--- config.mk ---
export PLATFORM = sky130hd
export DESIGN_NAME = ps2_kbd_cmd_seq_flat
export DESIGN_NICKNAME = d
export VERILOG_FILES = /design/src/rtl/ps2_kbd_pkg.sv /design/src/rtl/ps2_kbd_cmd_seq_if.sv /design/src/rtl/ps2_resp_timer.sv /design/src/rtl/ps2_kbd_cmd_seq.sv /design/src/flat_wrapper.sv
export SDC_FILE = /design/constraint.sdc
export NUM_CORES = 1
export LEC_CHECK = 0
export ABC_AREA = 1
export CORE_UTILIZATION = 55
export DETAILED_ROUTE_END_ITERATION = 6
export GPL_TIMING_DRIVEN = 0
export PLACE_DENSITY = 0.9
export SETUP_SLACK_MARGIN = 0.4
export SKIP_CTS_REPAIR_TIMING = 1
export SLEW_MARGIN = 20
export SYNTH_ARGS = -nofsm -noshare
export SYNTH_HDL_FRONTEND = slang
export SYNTH_SLANG_ARGS = --single-unit
--- constraint.sdc ---
create_clock -name CLOCK_50 -period 2.2 [get_ports CLOCK_50]
set_clock_uncertainty 0.05 [all_clocks]
set_input_delay 0.44 -clock CLOCK_50 [delete_from_list [all_inputs] [get_ports CLOCK_50]]
set_output_delay 0.44 -clock CLOCK_50 [all_outputs]
set_load 0.02 [all_outputs]
--- src/rtl/ps2_kbd_pkg.sv ---
// ps2_kbd_pkg: byte constants, sequencer states and state helpers
package ps2_kbd_pkg;
  localparam logic [7:0] CMD_RESET   = 8'hFF;
  localparam logic [7:0] CMD_SET_LED = 8'hED;
  localparam logic [7:0] RSP_ACK     = 8'hFA;
  localparam logic [7:0] RSP_RESEND  = 8'hFE;
  localparam logic [7:0] RSP_ERR     = 8'hFC;
  localparam logic [7:0] RSP_BAT_OK  = 8'hAA;
  // Each SEND state is directly followed by its ACK state in the encoding.
  typedef enum logic [2:0] {
    S_INIT_SEND, S_INIT_ACK, S_INIT_BAT, S_IDLE,
    S_LED_SEND, S_LED_ACK, S_ARG_SEND, S_ARG_ACK
  } state_e;
  function automatic logic is_send(state_e s);
    return s inside {S_INIT_SEND, S_LED_SEND, S_ARG_SEND};
  endfunction
  function automatic logic is_ack(state_e s);
    return s inside {S_INIT_ACK, S_LED_ACK, S_ARG_ACK};
  endfunction
  // SEND state that retransmits the byte owned by s
  function automatic state_e send_of(state_e s);
    return s inside {S_LED_SEND, S_LED_ACK} ? S_LED_SEND :
           s inside {S_ARG_SEND, S_ARG_ACK} ? S_ARG_SEND : S_INIT_SEND;
  endfunction
endpackage

--- src/rtl/ps2_kbd_cmd_seq_if.sv ---
// ps2_kbd_cmd_seq_if: LED request, PS/2 controller and key decoder signals
interface ps2_kbd_cmd_seq_if;
  logic       led_req;
  logic [2:0] led_val;
  logic [7:0] ps2_cmd;
  logic       ps2_send;
  logic       ps2_cmd_sent;
  logic       ps2_timeout;
  logic [7:0] ps2_rx_data;
  logic       ps2_rx_en;
  logic [7:0] key_data;
  logic       key_valid;
  logic       ready;
  logic       busy;
  logic       error;
  modport master (
    output led_req, led_val, ps2_cmd_sent, ps2_timeout, ps2_rx_data, ps2_rx_en,
    input  ps2_cmd, ps2_send, key_data, key_valid, ready, busy, error
  );
  modport slave (
    input  led_req, led_val, ps2_cmd_sent, ps2_timeout, ps2_rx_data, ps2_rx_en,
    output ps2_cmd, ps2_send, key_data, key_valid, ready, busy, error
  );
endinterface

--- src/rtl/ps2_resp_timer.sv ---
// ps2_resp_timer: loadable down-counter flagging when it reads zero
module ps2_resp_timer #(
  parameter int W = 26
) (
  input  logic         clk,
  input  logic         rst,
  input  logic         load,
  input  logic [W-1:0] load_val,
  input  logic         en,
  output logic         expired
);
  logic [W-1:0] cnt_q, cnt_d;
  // load wins over counting; the count parks at zero
  always_comb cnt_d = load ? load_val : (en && cnt_q != '0) ? cnt_q - W'(1) : cnt_q;
  // counter register
  always_ff @(posedge clk or posedge rst)
    if (rst) cnt_q <= '0;
    else cnt_q <= cnt_d;
  assign expired = cnt_q == '0;
endmodule

--- src/rtl/ps2_kbd_cmd_seq.sv ---
// ps2_kbd_cmd_seq: keyboard reset/LED command sequencer with scan-code forwarding
module ps2_kbd_cmd_seq
  import ps2_kbd_pkg::*;
#(
  parameter int ACK_TIMEOUT = 1_000_000,
  parameter int BAT_TIMEOUT = 50_000_000,
  parameter int MAX_RETRY   = 3
) (
  input logic               CLOCK_50,
  input logic               reset,
  ps2_kbd_cmd_seq_if.slave  bus
);
  localparam int TW = $clog2(BAT_TIMEOUT + 1);
  localparam int RW = $clog2(MAX_RETRY + 1);
  state_e        state_q, state_d;
  logic [RW-1:0] retry_q, retry_d;
  logic          pend_q, pend_d;
  logic [2:0]    led_q, led_d;
  logic [7:0]    cmd_q, cmd_d, kdata_q, kdata_d;
  logic          send_q, send_d, kvalid_q, kvalid_d, ready_q, ready_d, error_q, error_d;
  logic          fa, fe, fc, aa, ack, bat, done, tx_fail, consumed, fail, go_led, tload, expired;
  logic [TW-1:0] tval;
  ps2_resp_timer #(.W(TW)) u_timer (
    .clk(CLOCK_50), .rst(reset), .load(tload), .load_val(tval),
    .en(ack || bat), .expired(expired)
  );
  // response decode, retry handling, LED pending latch and forwarding
  always_comb begin
    fa       = bus.ps2_rx_en && bus.ps2_rx_data == RSP_ACK;
    fe       = bus.ps2_rx_en && bus.ps2_rx_data == RSP_RESEND;
    fc       = bus.ps2_rx_en && bus.ps2_rx_data == RSP_ERR;
    aa       = bus.ps2_rx_en && bus.ps2_rx_data == RSP_BAT_OK;
    ack      = is_ack(state_q);
    bat      = state_q == S_INIT_BAT;
    done     = send_q && bus.ps2_cmd_sent;
    tx_fail  = send_q && bus.ps2_timeout;
    consumed = ack ? (fa || fe || fc) : bat ? (aa || fc) : 1'b0;
    fail     = tx_fail || (ack && !fa && (fe || fc || expired)) || (bat && !aa && (fc || expired));
    go_led   = state_q == S_IDLE && pend_q && ready_q;
    tload    = done || (state_q == S_INIT_ACK && fa);
    tval     = done ? TW'(ACK_TIMEOUT) : TW'(BAT_TIMEOUT);
    state_d  = state_q;
    retry_d  = retry_q;
    error_d  = error_q;
    ready_d  = ready_q || (bat && aa);
    pend_d   = bus.led_req ? 1'b1 : go_led ? 1'b0 : pend_q;
    led_d    = bus.led_req ? bus.led_val : led_q;
    if (fail) begin
      if (int'(retry_q) + 1 < MAX_RETRY) begin
        retry_d = retry_q + RW'(1);
        state_d = send_of(state_q);
      end else begin
        error_d = 1'b1;
        retry_d = '0;
        state_d = S_IDLE;
      end
    end else if (done || (ack && fa)) begin
      state_d = state_q == S_ARG_ACK ? S_IDLE : state_e'(state_q + 3'd1);
      retry_d = fa ? '0 : retry_q;
    end else if (bat && aa) begin
      state_d = S_IDLE;
      retry_d = '0;
    end else if (go_led) begin
      state_d = S_LED_SEND;
    end
    send_d   = is_send(state_q) && !done && !tx_fail;
    cmd_d    = is_send(state_q) && !send_q ?
               (state_q == S_INIT_SEND ? CMD_RESET : state_q == S_LED_SEND ? CMD_SET_LED : {5'b0, led_q}) :
               cmd_q;
    kvalid_d = bus.ps2_rx_en && !consumed;
    kdata_d  = kvalid_d ? bus.ps2_rx_data : kdata_q;
  end
  // state and output registers; reset abandons any sequence immediately
  always_ff @(posedge CLOCK_50 or posedge reset)
    if (reset) begin
      state_q  <= S_INIT_SEND;
      retry_q  <= '0;
      pend_q   <= 1'b0;
      led_q    <= '0;
      cmd_q    <= '0;
      send_q   <= 1'b0;
      kdata_q  <= '0;
      kvalid_q <= 1'b0;
      ready_q  <= 1'b0;
      error_q  <= 1'b0;
    end else begin
      state_q  <= state_d;
      retry_q  <= retry_d;
      pend_q   <= pend_d;
      led_q    <= led_d;
      cmd_q    <= cmd_d;
      send_q   <= send_d;
      kdata_q  <= kdata_d;
      kvalid_q <= kvalid_d;
      ready_q  <= ready_d;
      error_q  <= error_d;
    end
  assign bus.ps2_cmd   = cmd_q;
  assign bus.ps2_send  = send_q;
  assign bus.key_data  = kdata_q;
  assign bus.key_valid = kvalid_q;
  assign bus.ready     = ready_q;
  assign bus.busy      = state_q != S_IDLE;
  assign bus.error     = error_q;
endmodule
--- src/flat_wrapper.sv ---
// flat-port wrapper written by rule: the top's interface ports become plain ports
module ps2_kbd_cmd_seq_flat import ps2_kbd_pkg::*;
#(
  parameter int ACK_TIMEOUT = 1_000_000,
  parameter int BAT_TIMEOUT = 50_000_000,
  parameter int MAX_RETRY   = 3
)
  (CLOCK_50, reset, bus_led_req, bus_led_val, bus_ps2_cmd_sent, bus_ps2_timeout, bus_ps2_rx_data, bus_ps2_rx_en, bus_ps2_cmd, bus_ps2_send, bus_key_data, bus_key_valid, bus_ready, bus_busy, bus_error);
  ps2_kbd_cmd_seq_if bus_i ();
  input logic CLOCK_50;
  input logic reset;
  input wire logic [$bits(bus_i.led_req)-1:0] bus_led_req;
  input wire logic [$bits(bus_i.led_val)-1:0] bus_led_val;
  input wire logic [$bits(bus_i.ps2_cmd_sent)-1:0] bus_ps2_cmd_sent;
  input wire logic [$bits(bus_i.ps2_timeout)-1:0] bus_ps2_timeout;
  input wire logic [$bits(bus_i.ps2_rx_data)-1:0] bus_ps2_rx_data;
  input wire logic [$bits(bus_i.ps2_rx_en)-1:0] bus_ps2_rx_en;
  output wire logic [$bits(bus_i.ps2_cmd)-1:0] bus_ps2_cmd;
  output wire logic [$bits(bus_i.ps2_send)-1:0] bus_ps2_send;
  output wire logic [$bits(bus_i.key_data)-1:0] bus_key_data;
  output wire logic [$bits(bus_i.key_valid)-1:0] bus_key_valid;
  output wire logic [$bits(bus_i.ready)-1:0] bus_ready;
  output wire logic [$bits(bus_i.busy)-1:0] bus_busy;
  output wire logic [$bits(bus_i.error)-1:0] bus_error;
  assign bus_i.led_req = bus_led_req;
  assign bus_i.led_val = bus_led_val;
  assign bus_i.ps2_cmd_sent = bus_ps2_cmd_sent;
  assign bus_i.ps2_timeout = bus_ps2_timeout;
  assign bus_i.ps2_rx_data = bus_ps2_rx_data;
  assign bus_i.ps2_rx_en = bus_ps2_rx_en;
  assign bus_ps2_cmd = bus_i.ps2_cmd;
  assign bus_ps2_send = bus_i.ps2_send;
  assign bus_key_data = bus_i.key_data;
  assign bus_key_valid = bus_i.key_valid;
  assign bus_ready = bus_i.ready;
  assign bus_busy = bus_i.busy;
  assign bus_error = bus_i.error;
  ps2_kbd_cmd_seq #(.ACK_TIMEOUT(ACK_TIMEOUT), .BAT_TIMEOUT(BAT_TIMEOUT), .MAX_RETRY(MAX_RETRY)) u_core (.CLOCK_50(CLOCK_50), .reset(reset), .bus(bus_i));
endmodule
==> out/summary.txt <==
Largest net degree at the start of global routing: 30
Syn nets: 454
Crit path buf inv count: 2
1st-iter DRT viols: 554
Post-Syn Area: 3170 um^2
Root Buffer: clkbuf_8
Max stage delay on crit path: 0.45 ns
Max-cap violations: 0
Post-Layout Cell Count: 588
Worst Setup End Kind: register
Static Leakage: 2.30 nW
Area after DPL: 3660 um^2
GRT Overall Usage: 26.4%
Area of the multi-input gates: 1980 um^2
TNS Setup: 0 ns
DP HPWL: 5580 um
Via count: 3,650
Ranking of synthesized cells by area: dfrtp_1 (41%), nand2_1 (12%), inv_1 (7.0%)
Fin nets: 540
Total grt overflow: 0
Fin worst setup slack: 0.191 ns
Die Wd: 78.0 um
CTS tree: done
Peak VDD IR: 756 uV
Power Dens Cells: 1360 nW/um^2
FF+latch area: 1310 um^2
Startpoint Class: register
Run status: completed
Fin area: 4610 um^2
Worst hold path endpoint: u_core.bus.key_data[5]
Most used cell, CP: nand2_1
RR Endpoint: u_core.u_timer.cnt_q[18]
Yosys Warn Count: 0
Fillcell total: 267
Fin. max-slew vios: 0
Busiest grt layer: met2
Initial antenna violation count: 0
Crit path kind: reg -> reg
Ant diodes: 0
Number of global-route vias before repair: 2,872
Worst hold stages: 3
Critical path data arrival time: 2.19 ns
GR Util met2: 47.9%
Initial Util: 57.3%
Tmin final: 2.01 ns
Hold Fails Final Rpt: 0
Hold Path Origin: bus_ps2_rx_data[5]
Req. time, crit path: 2.39 ns
Final Setup Violations: 0
First-pass GRT wire length: 12,600 um
Core area: 5540 um^2
Clock Latency Late Sink: 0.33 ns
Worst-Margin Slew: 0.668 ns
Min-Delay Path Class: in -> reg
Number of placed instances, taps included: 540
Die area: 6080 um^2
DRT antenna net count: 0
Distinct cells, synth: 33
Post-Synthesis Cells: 430
RSZ-0062 raised after global routing: true
#FFs+latches synth: 52
Die Y: 78.0 um
CTS buffer count: 5
Avg WL per Cell: 19.4 um
Std cell rows: 27
End-of-flow core utilization: 83.2%
Crit-path slowest cell: dfrtp_1
Clock sink count: 52
Grt met3 use: 4.59%
Area added between synthesis and finish: 45.2%
Global routing usage on met1: 31.2%
F_max: 0.498 GHz
Top cell type's share of synthesized area: 41.0%
Synth area leader: dfrtp_1
Vias per inst: 6.21
Share of cells above drive strength 1: 32.2%
Setup crit start: u_core.u_timer.cnt_q[16]
1st-pass router iterations: 7
Remaining DRCs: 0
Port bufs: 37
I/O pins: 38
CP Max Fanout: 6
Avg Synthesized Cell Area: 7.38 um^2
Worst-path clk slew: 0.10 ns
Seq/Total Area, Yosys: 41.0%
Crit path cell chain: inv_1 > nand2_1 > nor2_4 > nand2_1 > nor2_2 > nand2_2 > o21ai_4 > nand2_8 > buf_8 > a31oi_2
Reg-to-Reg Start: u_core.u_timer.cnt_q[16]
Pre-CTS setup slack: -0.291 ns
Drt total wl: 11,400 um
H-tree depth: 2
Crit-path leading delay family: simple AND/OR/NAND/NOR gates
Fin crit share: 91.3%
Clock Path Buffers: 2
R2R Setup Slk: 0.19 ns
Slew Limit Headroom: 55.4%
Routability Congestion: 0.903
Reg2Reg Depth: 10
-- Yosys cell counts (all sizes together) --
library cell  number
nor3               8
a21oi             13
nor2              66
o311ai             1
nand3             39
a31oi              5
nand2            107
o21ai             30
xor2              11
dfrtp             52
inv               61
ha                 7
and2               1
nor3b              1
nand4             11
xnor2              1
o211ai             5
or2                1
buf                9
or3                1
-- layout make-up --
type                            count  share of cell area [%]
Clock buffer                        5                    1.49
Clock inverter                      2                   0.271
Buffer                              9                    2.12
Inverter                           61                    5.18
Sequential cell                    52                    28.4
Tap cell                           72                    1.95
Multi-Input combinational cell    309                    43.0
Timing Repair Buffer               78                    17.6
-- per-stage QoR --
stage	total power [mW]	hold slack (ns)
floorplan	3.33	0.387
global placement	3.97	0.403
detailed placement	4.08	0.408
CTS	4.63	0.438
global route	6.53	0.396
finish	6.28	0.396
-- state kept, by name (all words and copies together) (netlist names) --
name / cells
u_core.u_timer.cnt_q: 26
u_core.bus.key_data: 8
u_core.bus.ready: 1
u_core.bus.ps2_cmd: 5
u_core.bus.key_valid: 1
u_core.retry_q: 2
u_core.pend_q: 1
u_core.bus.ps2_send: 1
u_core.led_q: 3
u_core.bus.error: 1
u_core.state_q: 3
-- metal layers --
metal,vias up,wire length (um)
met5,-,0
met4,0,811
met3,102,1020
met2,295,5630
met1,1699,3920
li1,1554,-
-- worst min-delay path, stage by stage --
cell,delay [ns]
dlymetal6s2s_1,0.14
inv_1,0.09
o21ai_2,0.06
-- cell families after synthesis --
kind of cell	Yosys count	share of synthesized area (%)
flops	52	41.0
simple gates	235	33.4
buf+inv	70	9.62
compound gates	54	9.93
xor+xnor	12	3.31
fa+ha+maj	7	2.76
-- power breakdown --
part / total [mW] / internal [mW] / switching (mW)
sequential: 1.68 / 1.30 / 0.383
combinational: 4.03 / 1.70 / 2.33
clock: 0.565 / 0.217 / 0.348
total: 6.28 / 3.21 / 3.06
-- layout by cell type (no fill, tap or decap), drive strengths merged, types with 5 or more instances in the layout --
cell type,count
nand2,108
nor2,66
inv,61
dfrtp,52
buf,45
nand3,39
o21ai,30
dlymetal6s2s,20
clkdlybuf4s50,16
a21oi,13
nand4,11
xor2,11
clkbuf,11
nor3,8
ha,7
o211ai,5
a31oi,5
-- how the worst max path moves through the flow --
stage                                     to  slack, ns  depth (start not counted)
floorplan                  u_core.state_q[0]       0.39                         10
global placement             u_core.led_q[0]      -0.53                          2
detailed placement   u_core.u_timer.cnt_q[9]      -0.29                          7
CTS                                 bus_busy      -0.14                          4
global route        u_core.u_timer.cnt_q[13]       0.08                         10
finish              u_core.u_timer.cnt_q[18]       0.19                         10
Power figures use the tool's default switching activity.
